## src/rtl/mips_pkg.sv

```systemverilog
// +----------------------------------------------------------------------+
// | mips_pkg : shared widths, opcodes and fetch-stage state encoding.    |
// | Revision : 1.0                                                       |
// +----------------------------------------------------------------------+
`default_nettype none

package mips_pkg;

   localparam int INSTR_W = 32;
   localparam int PC_W    = 32;

   localparam logic [INSTR_W-1:0] NOP_INSTR = 32'h0000_0000;

   localparam logic [5:0] OP_RTYPE = 6'b000000;
   localparam logic [5:0] OP_J     = 6'b000010;
   localparam logic [5:0] OP_BEQ   = 6'b000100;
   localparam logic [5:0] OP_BNE   = 6'b000101;
   localparam logic [5:0] OP_ADDI  = 6'b001000;
   localparam logic [5:0] OP_LW    = 6'b100011;
   localparam logic [5:0] OP_SW    = 6'b101011;

   typedef enum logic [0:0] {
      BOOT = 1'b0,
      RUN  = 1'b1
   } fetch_state_t;

endpackage

`default_nettype wire

```

## src/rtl/if_id_reg.sv

```systemverilog
// +----------------------------------------------------------------------+
// | if_id_reg : pipeline register (instr, pc+step, valid) with           |
// |             flush > hold > load priority.                            |
// | Revision  : 1.0                                                      |
// +----------------------------------------------------------------------+
`default_nettype none

module if_id_reg
   import mips_pkg::*;
(
   input  logic               clk,
   input  logic               rst_n,
   input  logic               flush,
   input  logic               hold,
   input  logic [INSTR_W-1:0] load_instr,
   input  logic [PC_W-1:0]    load_pc_plus4,
   output logic [INSTR_W-1:0] instr,
   output logic [PC_W-1:0]    pc_plus4,
   output logic               valid
);

   logic [INSTR_W-1:0] r_instr;
   logic [PC_W-1:0]    r_pc_plus4;
   logic               r_valid;

   always_ff @(posedge clk or negedge rst_n) begin
      if (!rst_n) begin
         r_instr    <= NOP_INSTR;
         r_pc_plus4 <= '0;
         r_valid    <= 1'b0;
      end else if (flush) begin
         r_instr    <= NOP_INSTR;
         r_pc_plus4 <= '0;
         r_valid    <= 1'b0;
      end else if (!hold) begin
         r_instr    <= load_instr;
         r_pc_plus4 <= load_pc_plus4;
         r_valid    <= 1'b1;
      end
   end

   assign instr    = r_instr;
   assign pc_plus4 = r_pc_plus4;
   assign valid    = r_valid;

endmodule

`default_nettype wire

```

## src/rtl/fetch_if_id_stage.sv

```systemverilog
// +----------------------------------------------------------------------+
// | fetch_if_id_stage : PC register, next-PC mux, BOOT/RUN FSM and IF/ID |
// |   register. Optional macro FETCH_PERF_CNT_EN adds stall/flush counts. |
// | Revision : 1.0                                                       |
// +----------------------------------------------------------------------+
`default_nettype none

module fetch_if_id_stage
   import mips_pkg::*;
#(
   parameter logic [31:0] RESET_PC = 32'h0000_0000,
   parameter int          PC_STEP  = 4
)(
   input  logic               clk,
   input  logic               rst_n,
   input  logic               hold_pc,
   input  logic               hold_if_id,
   input  logic               branch_taken,
   input  logic [PC_W-1:0]    branch_target,
   output logic [PC_W-1:0]    imem_addr,
   input  logic [INSTR_W-1:0] imem_rdata,
   output logic [PC_W-1:0]    pc,
`ifdef FETCH_PERF_CNT_EN
   output logic [31:0]        perf_stall_cnt,
   output logic [31:0]        perf_flush_cnt,
`endif
   output logic [INSTR_W-1:0] if_id_instr,
   output logic [PC_W-1:0]    if_id_pc_plus4,
   output logic               if_id_valid
);

   localparam logic [PC_W-1:0] c_pc_step = PC_W'(PC_STEP);

   fetch_state_t    r_state;
   fetch_state_t    w_state_nxt;
   logic            w_run;
   logic [PC_W-1:0] r_pc;
   logic [PC_W-1:0] w_pc_plus_step;
   logic [PC_W-1:0] w_pc_nxt;

   always_ff @(posedge clk or negedge rst_n) begin
      if (!rst_n) r_state <= BOOT;
      else        r_state <= w_state_nxt;
   end

   // BOOT only lasts one cycle; RUN is left by reset alone.
   always_comb begin
      w_state_nxt = RUN;
      w_run       = 1'b0;
      case (r_state)
         BOOT:    w_state_nxt = RUN;
         RUN:     w_run       = 1'b1;
         default: w_state_nxt = RUN;
      endcase
   end

   assign w_pc_plus_step = r_pc + c_pc_step;

   always_comb begin
      w_pc_nxt = r_pc;
      if (w_run) begin
         if (branch_taken)  w_pc_nxt = branch_target;
         else if (!hold_pc) w_pc_nxt = w_pc_plus_step;
      end
   end

   always_ff @(posedge clk or negedge rst_n) begin
      if (!rst_n) r_pc <= RESET_PC;
      else        r_pc <= w_pc_nxt;
   end

   assign pc        = r_pc;
   assign imem_addr = r_pc;

   // In BOOT the register is simply held at its reset NOP/invalid value.
   if_id_reg u_if_id_reg (
      .clk           (clk),
      .rst_n         (rst_n),
      .flush         (w_run & branch_taken),
      .hold          (~w_run | hold_if_id),
      .load_instr    (imem_rdata),
      .load_pc_plus4 (w_pc_plus_step),
      .instr         (if_id_instr),
      .pc_plus4      (if_id_pc_plus4),
      .valid         (if_id_valid)
   );

`ifdef FETCH_PERF_CNT_EN
   logic [31:0] r_stall_cnt;
   logic [31:0] r_flush_cnt;

   always_ff @(posedge clk or negedge rst_n) begin
      if (!rst_n) begin
         r_stall_cnt <= '0;
         r_flush_cnt <= '0;
      end else if (w_run) begin
         if (hold_pc && !branch_taken && (r_stall_cnt != 32'hFFFF_FFFF))
            r_stall_cnt <= r_stall_cnt + 32'd1;
         if (branch_taken && (r_flush_cnt != 32'hFFFF_FFFF))
            r_flush_cnt <= r_flush_cnt + 32'd1;
      end
   end

   assign perf_stall_cnt = r_stall_cnt;
   assign perf_flush_cnt = r_flush_cnt;
`endif

endmodule

`default_nettype wire

```

## config.mk

```make
export PLATFORM = sky130hd
export DESIGN_NAME = fetch_if_id_stage
export DESIGN_NICKNAME = d
export VERILOG_FILES = /design/src/rtl/mips_pkg.sv /design/src/rtl/if_id_reg.sv /design/src/rtl/fetch_if_id_stage.sv
export SDC_FILE = /design/constraint.sdc
export NUM_CORES = 1
export LEC_CHECK = 0
export CAP_MARGIN = 20
export CELL_PAD_IN_SITES_DETAIL_PLACEMENT = 1
export CELL_PAD_IN_SITES_GLOBAL_PLACEMENT = 2
export CORE_MARGIN = 1.5
export CORE_UTILIZATION = 27
export CTS_CLUSTER_DIAMETER = 100
export DETAILED_ROUTE_END_ITERATION = 8
export PLACE_DENSITY_LB_ADDON = 0.1
export SLEW_MARGIN = 20
export SYNTH_ARGS = -nofsm -noshare
export SYNTH_HDL_FRONTEND = slang
export SYNTH_HIERARCHICAL = 1
export SYNTH_SLANG_ARGS = --single-unit
```

## constraint.sdc

```tcl
create_clock -name clk -period 2.23 [get_ports clk]
set_input_delay 0.5575 -clock clk [delete_from_list [all_inputs] [get_ports clk]]
set_output_delay 0.5575 -clock clk [all_outputs]
set_load 0.02 [all_outputs]
```

==> metrics.csv <==
metric,value,unit
initial_utilization,27.6,%
drv_cap,0,
clk_pin_slew_worst_paths,0.07,ns
post-route-period-util,95.7,%
syn_avg_cell_area,9.86,um^2
clk_latency,0.36,ns
core-area,19600,um^2
crit_path_start_kind,flop,
clockRootBuffer,clkbuf_16,
place.gp.congestion,0.768,
routedWlPerCell,18.6,um
grt_pass1_wl,28500,um
cts.sinks,98,
r2r-start,imem_addr[5],
syn_area,5420,um^2
vias,4747,
seqCellArea,2450,um^2
cp_data_required_time,1.67,ns
setup_viol,0,
crit_path_start,imem_addr[7],
synth_top_area_share,45.3,%
grt_max_degree,36,
slew_viol_final,0,
hold_viol_final,0,
multi_input_area,2450,um^2
die_x,145,um
cts_hold_buf,0,
drc,0,
wirelength,18500,um
fp.dieH,145,um
rows,51,
drt-pass1-iter-count,4,
n_antenna_cell,0,
synth_area_leaders,"dfrtp_1 45%, mux2i_1 13%, nor2_1 5.7%",
drt_iter0_drc,197,
synth_cell_types,56,
slew_headroom,64.5,%
final_cell_area,7910,um^2
async_flop_share,100,%
synth_common_cells,"98 x dfrtp_1, 82 x nor2_1, 68 x mux2i_1",
ys_warn_count,6,
overflow,0,
htree_levels,3,
power_density,747,nW/um^2
ios,198,
status,finished clean,
io_buffers,197,
syn_inst,549,
yosysSeqAreaShare,45.3,%
reg2reg_slack,0.22,ns
clockBufferDepth,2,
vdd_drop_max,0.000368,V
synth_most_common_cell,dfrtp_1,
hold_class,in2async,
hpwl,13600,um
cp.arrival,1.58,ns
tightest_slew,0.533,ns
drive_gt1_share,10.2,%
cts_inserted_buffers,9,
synth-edff-count,0,
cts_tree,built,
via_per_inst,4.78,
ys_ff_latch,98,
p_leak,3.61,nW
path_max_fanout,6,
final_nets,794,
place_area,7630,um^2
n_fill_cell,2246,
yosysTopAreaCell,dfrtp_1,
worst-setup-path-type,reg2out,
syn-num-nets,619,
grt_pass1_vias,4972,
max_freq,469,MHz
area_growth,46.1,%
finalSetupTns,0,ns
dieArea,20900,um^2
grt_antenna_before_repair,0,
cp-end-kind,primary output,
period_needed,2.13,ns
ys.flop_type,dfrtp_1,
antenna_left,0,
grt_use_total,17.9,%
skew,0.0155,ns
==> what timing repair did <==
action	in CTS	in global routing
buffers inserted	0	0
gates resized for setup	0	3
setup endpoints to repair	0	3
==> metal layers <==
layer  global-route usage [%]  wire length (um)
met3                     2.45               813
met4                     5.58               222
met2                     30.4              9030
met1                     23.6              8410
met5                        0                 0
==> cells in the final DEF, fill, tap and decap left out, types with 4 or more instances in the layout <==
cell,netlist,layout
clkdlybuf4s50_1,0,195
dfrtp_1,98,96
nor2_1,82,82
mux2i_1,68,68
buf_4,35,36
a21oi_1,25,25
nand3_1,22,22
nand2_1,21,21
and3_1,20,20
xnor2_1,19,19
nand4_1,14,14
inv_1,11,10
o21ai_0,11,10
xor2_1,9,9
clkbuf_16,0,9
buf_12,0,6
o211ai_1,5,5
o2bb2ai_1,5,5
nor3_1,5,4
o22ai_1,4,4
==> metrics by stage <==
step	std cells	hold WS (ns)	total power [mW]	util, %	setup slack, ns
3_5_place_dp	978	0.515	4.44	38.9	0.106
4_1_cts	994	0.176	6.01	40.4	0.000746
5_1_grt	994	0.208	6.24	40.4	-0.00324
3_3_place_gp	978	0.504	4.40	38.9	0.129
6_report	994	0.166	5.91	40.4	0.0957
2_1_floorplan	549	0.262	3.41	-	0.0881
==> kinds of logic (layout without fill, tap and decap cells) <==
logic type	after synthesis	count (layout)	synth area share, %
compound gates	76	76	9.31
buf+inv	86	266	9.75
mux	70	70	13.0
xor+xnor	28	28	4.53
fa+ha+maj	1	1	0.231
other cells	1	1	0.0692
simple gates	189	189	17.8
flops	98	98	45.3
==> registers in the layout (all words and copies together), names as in the netlist <==
register / count
imem_addr: 32
r_state: 1
u_if_id_reg/instr: 32
u_if_id_reg/pc_plus4: 32
u_if_id_reg/valid: 1
==> critical path, stage by stage, from the launching register on <==
cell             delay (ns)
dfrtp_2                0.45
buf_4                  0.16
clkdlybuf4s50_1        0.61
==> where the power goes <==
part           internal (mW)  switching (mW)  leakage, nW
registers               2.02           0.240         1.22
logic                   1.03            1.09         2.26
clock network          0.772           0.760        0.127
total                   3.82            2.09         3.61
==> layout make-up <==
class / instances / share of cell area, %
Tap cell: 265 / 4.19
Timing Repair Buffer: 238 / 29.7
Clock inverter: 6 / 0.648
Sequential cell: 98 / 31.0
Multi-Input combinational cell: 365 / 31.0
Clock buffer: 10 / 2.89
Inverter: 12 / 0.569
==> final timing paths <==
check | end | cells after the start
min in group clk | u_if_id_reg/valid | 2
setup reg to reg | u_if_id_reg/pc_plus4[31] | 7
hold / removal | u_if_id_reg/instr[2] | 1
setup / recovery | imem_addr[7] | 2
max in group asynchronous | u_if_id_reg/instr[5] | 2
hold reg to reg | u_if_id_reg/valid | 2
Power figures use the tool's default switching activity.
==> RTL change 1, RTL diff (same flow settings) <==
The option `FETCH_PERF_CNT_EN` is turned on by a define.
--- a/src/rtl/fetch_if_id_stage.sv
+++ b/src/rtl/fetch_if_id_stage.sv
@@ -4,6 +4,8 @@
 // | Revision : 1.0                                                       |
 // +----------------------------------------------------------------------+
 `default_nettype none
+
+`define FETCH_PERF_CNT_EN
 
 module fetch_if_id_stage
    import mips_pkg::*;
Formal check against the unedited RTL (old outputs only; new: perf_flush_cnt and perf_stall_cnt): equivalent (Yosys induction, for registers that start in step).
==> RTL change 1 against the unedited design <==
  * Sequential share of layout area rose by 2.2 points
  * Sequential cell count rose by 64
  * Core utilization fell by 0.38 points
  * Synthesized cell count rose by 47%
  * Power rose by 57%
  * Sequential power rose by 60%
  * Largest power group unchanged
  * Final area rose by 54%
  * Area after synthesis rose by 54%
  * Fmax fell by 1.7%
  * Setup slack got worse by 37 ps
  * Non-clock buffer count rose by 92
  * First-iteration DRC count rose by 49%
  * Wire length rose by 46%
  * Count of clock-buffer cells in the layout rose by 8
==> RTL change 1: results (changes against the unedited design) <==
status finished, final reports clean; Non-clock buffer share 26.62% (-3.0 points); GR Util met3 3.138% (+0.69 points); Non-CTS buffers 330 (+39%); Tot GR Track Use 17.29% (-0.63 points); WP data arrival 1610 ps (+30 ps); Seq power 3620 uW (+60%); adder-cell share of the synthesized area 0.4498% (+0.22 points); HPWL Detailed 19840 um (+46%); Compound-Gate Fraction of Synth Area 7.018% (-2.3 points); final WL 27010 um (+46%); Clock Power Share 32.3% (+6.4 points); number of multi-input logic gates 555 (+52%); Nets 1153 (+45%); Worst IR Drop VDD 0.0004305 V (+17%); Placed Area 11600 sq um (+52%); CLK BUF 18 (+8); final-layout fill cell count 3410 (+52%); Util after Layout 40.01% (-0.38 points); worst slack at placement -6.070 ps (-112.6 ps); H-tree depth 4 (+1); Synth area leaders dfrtp_1 49%, mux2i_1 8.2%, xnor2_1 6.7%; Psw 3039 uW (+45%); Highest Signal Layer met5; largest net degree at the start of global routing 62 (+72%); total CTS buffers 17 (+8); Clock buf/inv share 4.756% (+1.2 points); Seq/total area 33.23% (+2.2 points); Routability Congestion 0.7376 (-4.0%); register area share after synthesis 48.58% (+3.3 points); Post-Syn Instances 806 (+47%); multi-input logic area 3770 sq um (+54%); Critical Path Fanout Max 7 (+1); Logic inverters 15 (+3); clk_skew 12.86 ps (-2.680 ps); XOR/XNOR Fraction of Synth Area 9.447% (+4.9 points); WL met2 13140 um (+45%); wire length of the first global-routing pass 42610 um (+50%); vias per cell 4.684 (-1.9%)
## RTL change 1: changes by cell type after synthesis, sizes merged, moves of 5 or more
cell / delta
dfrtp: +64
xnor2: +45
nand2: +26
nand4: +24
nand3: +22
nor2: +19
xor2: +17
nor3: +13
a31oi: +10
a21oi: -8
and4: +7
a2bb2oi: +5
## RTL change 1: path summary, 6_finish.rpt
kind,from,endpoint,slack [ps],cells past startpoint
min in group clk,perf_stall_cnt[13]$_DFFE_PN0P_,perf_stall_cnt[13]$_DFFE_PN0P_,500,1
max,imem_addr[10]$_DFFE_PN0P_,imem_addr[10],60,2
max in group asynchronous,rst_n,u_if_id_reg/instr[8]$_DFFE_PN0P_,1510,2
max reg2reg,perf_flush_cnt[0]$_DFFE_PN0P_,perf_flush_cnt[24]$_DFFE_PN0P_,180,7
min,rst_n,u_if_id_reg/pc_plus4[6]$_DFFE_PN0P_,10,1
min reg2reg,perf_stall_cnt[13]$_DFFE_PN0P_,perf_stall_cnt[13]$_DFFE_PN0P_,500,1
==> RTL change 2, RTL diff (same settings) <==
Without the edit above. Register the output `if_id_instr`; this adds one clock of latency there. The other outputs are not delayed to match.
--- a/src/rtl/fetch_if_id_stage.sv
+++ b/src/rtl/fetch_if_id_stage.sv
@@ -30,6 +30,8 @@
 );
 
    localparam logic [PC_W-1:0] c_pc_step = PC_W'(PC_STEP);
+
+   logic [INSTR_W-1:0] if_id_instr_d;
 
    fetch_state_t    r_state;
    fetch_state_t    w_state_nxt;
@@ -80,7 +82,7 @@
       .hold          (~w_run | hold_if_id),
       .load_instr    (imem_rdata),
       .load_pc_plus4 (w_pc_plus_step),
-      .instr         (if_id_instr),
+      .instr         (if_id_instr_d),
       .pc_plus4      (if_id_pc_plus4),
       .valid         (if_id_valid)
    );
@@ -105,6 +107,10 @@
    assign perf_flush_cnt = r_flush_cnt;
 `endif
 
+   always_ff @(posedge clk) begin
+      if_id_instr <= if_id_instr_d;
+   end
+
 endmodule
 
 `default_nettype wire
Function: changed (a bounded check fails within 4 cycles, from zero or initial values and one cycle with rst_n low).
==> RTL change 2 against the unedited design <==
  * Clock skew shrank 8.5 ps
  * Area after synthesis up 11%
  * Sequential cell count grew 32
  * Wire length increased by 5.9%
  * Setup slack lost 58 ps
  * Power is 32% higher
  * Final area rose by 11%
==> RTL change 2: results (changes against the unedited design) <==
Synth area leaders dfrtp_1 41%, mux2i_1 11%, dfxtp_1 11%; Clock Path Buffers 2 (unchanged); slew at the pin closest to its max-slew limit 639.9 ps (+106.7 ps); clock root buffer clkbuf_16; synth cell count leaders 98 x dfrtp_1, 83 x nor2_1, 69 x mux2i_1; Critical-path top delay cell clkdlybuf4s50_1; Nets 832 (+4.8%); setup bufs post-CTS 0 (unchanged); WP data arrival 1640 ps (+60 ps); port buffer count 197 (unchanged); H-tree depth 4 (+1); largest net degree at the start of global routing 48 (+33%); P_leak 0.004018 uW (+11%); YS warnings 6 (unchanged); cell family with most CP delay buffers and inverters; Avg WL per Cell 18.55 um (-0.20%); clk_skew 7.013 ps (-8.525 ps); Synth async-reset ratio 75.38% (-25 points); Tot GR Track Use 17.40% (-0.52 points); total CTS buffers 17 (+8); status finished, final reports clean; worst setup path start imem_addr[8]$_DFFE_PN0P_; wire length of the first global-routing pass 31280 um (+9.9%); Setup-failing EPs final 0 (unchanged); Routability Congestion 0.7541 (-1.8%); Syn Nets 645 (+4.2%); Post-synth EDFFs 0 (unchanged); vias in the first global route 5447 (+9.6%); share of cells above drive strength 1 12.65% (+2.5 points); r2r startpoint imem_addr[10]$_DFFE_PN0P_; first-pass iteration count of the detailed router 4 (unchanged); Clock Pin Slew Worst Setup and Hold Paths 60 ps; register area share after synthesis 51.40% (+6.1 points); initial drt markers 263 (+34%); Skew-Pair Late Insertion Delay 420 ps (+60 ps); final-layout fill cell count 2393 (+6.5%); Worst IR Drop VDD 0.0004743 V (+29%); Critical Path Fanout Max 7 (+1); Distinct cells, synth 55 (-1.8%); vias per cell 4.728 (-1.0%); # diodes 0 (unchanged); HPWL Detailed 13920 um (+2.3%); hold path start u_if_id_reg/instr[13]$_DFFE_PN0P_; initial antenna violation count 1 (+1); Largest stage delay, worst path 610 ps (about the same); switching part of the total 32.65% (-2.8 points); Hold Path Class register to register
## RTL change 2: changes by cell type in the layout (fill, tap and decap cells not counted), moves of 4 or more
cell       before  now
clkbuf_16       9   17
or3_1           0    5
nand4_1        14    9
nand3_1        22   26
o21ai_0        10   15
dfxtp_1         0   32
and3_1         20   10
a21oi_1        25   16
inv_6           1    6
nand2_1        21   28
a31oi_1         1    6
## RTL change 2: layer usage
layer	part of all wire (%)	wire length, um	track usage, %
met4	1.7	339	5.825
met2	49	9500	28.96
met1	45	8885	22.40
met5	0.061	12	0
met3	4.3	837	3.754
## RTL change 2: power by group through the flow
| stage | Sequential, uW | Combinational, uW | Clock (uW) |
|---|---|---|---|
| after CTS | 2920 | 2170 | 2840 |
| after global routing | 2970 | 2290 | 2960 |
| after global placement | 2940 | 2140 | 0 |
| final | 2920 | 2140 | 2760 |
| after detailed placement | 2960 | 2160 | 0 |
| after floorplan | 3210 | 870 | 0 |
## RTL change 2: worst paths after layout
kind                                                   endpoint  slack, ps  cells past startpoint
max                                                       pc[8]         40                      2
min                                     if_id_instr[13]$_DFF_P_        370                      0
max reg2reg                u_if_id_reg/pc_plus4[25]$_DFFE_PN0P_        110                      7
min reg2reg                             if_id_instr[13]$_DFF_P_        370                      0
max in group asynchronous              imem_addr[8]$_DFFE_PN0P_       1140                      3
min in group asynchronous  u_if_id_reg/pc_plus4[19]$_DFFE_PN0P_        500                      2
## RTL change 2: repair_timing
item                       in CTS  in global routing
hold endpoints to repair        6                  0
resized for setup               1                  8
setup endpoints to repair       2                 12
hold buffers                    1                  0
## RTL change 2: cell families after synthesis
logic type,share of synthesized area [%]
other,0.06232
and+or+nand+nor,16.24
AOI/OAI and AO/OA,7.507
muxes,11.85
adders and majority gates,0.2079
xor gates and xnor gates,4.076
DFF,51.40
buffers and inverters,8.650
## RTL change 2: final cells by class
class                      count  area, sq um  area share [%]
tap                          280        350.3           3.971
timing repair buffer         240         2347           26.60
clock buffer                  18        429.2           4.864
inverter                       9        33.78          0.3829
sequential                   130         3099           35.12
clock inverter                14        143.9           1.631
multi-input combinational    364         2420           27.42
## RTL change 2: stage by stage
step / setup WS, ps / std cells / hold slack, ps / instance area, sq um / util [%]
floorplan: 236.1 / 575 / 261.9 / 6017 / -
detailed placement: 135.6 / 1022 / 354.6 / 8222 / 37.67
finish: 37.46 / 1055 / 365.7 / 8823 / 40.43
CTS: 13.76 / 1055 / 370.5 / 8806 / 40.35
global placement: 168.7 / 1022 / 349.1 / 8222 / 37.67
global route: 2.377 / 1055 / 376.6 / 8823 / 40.43
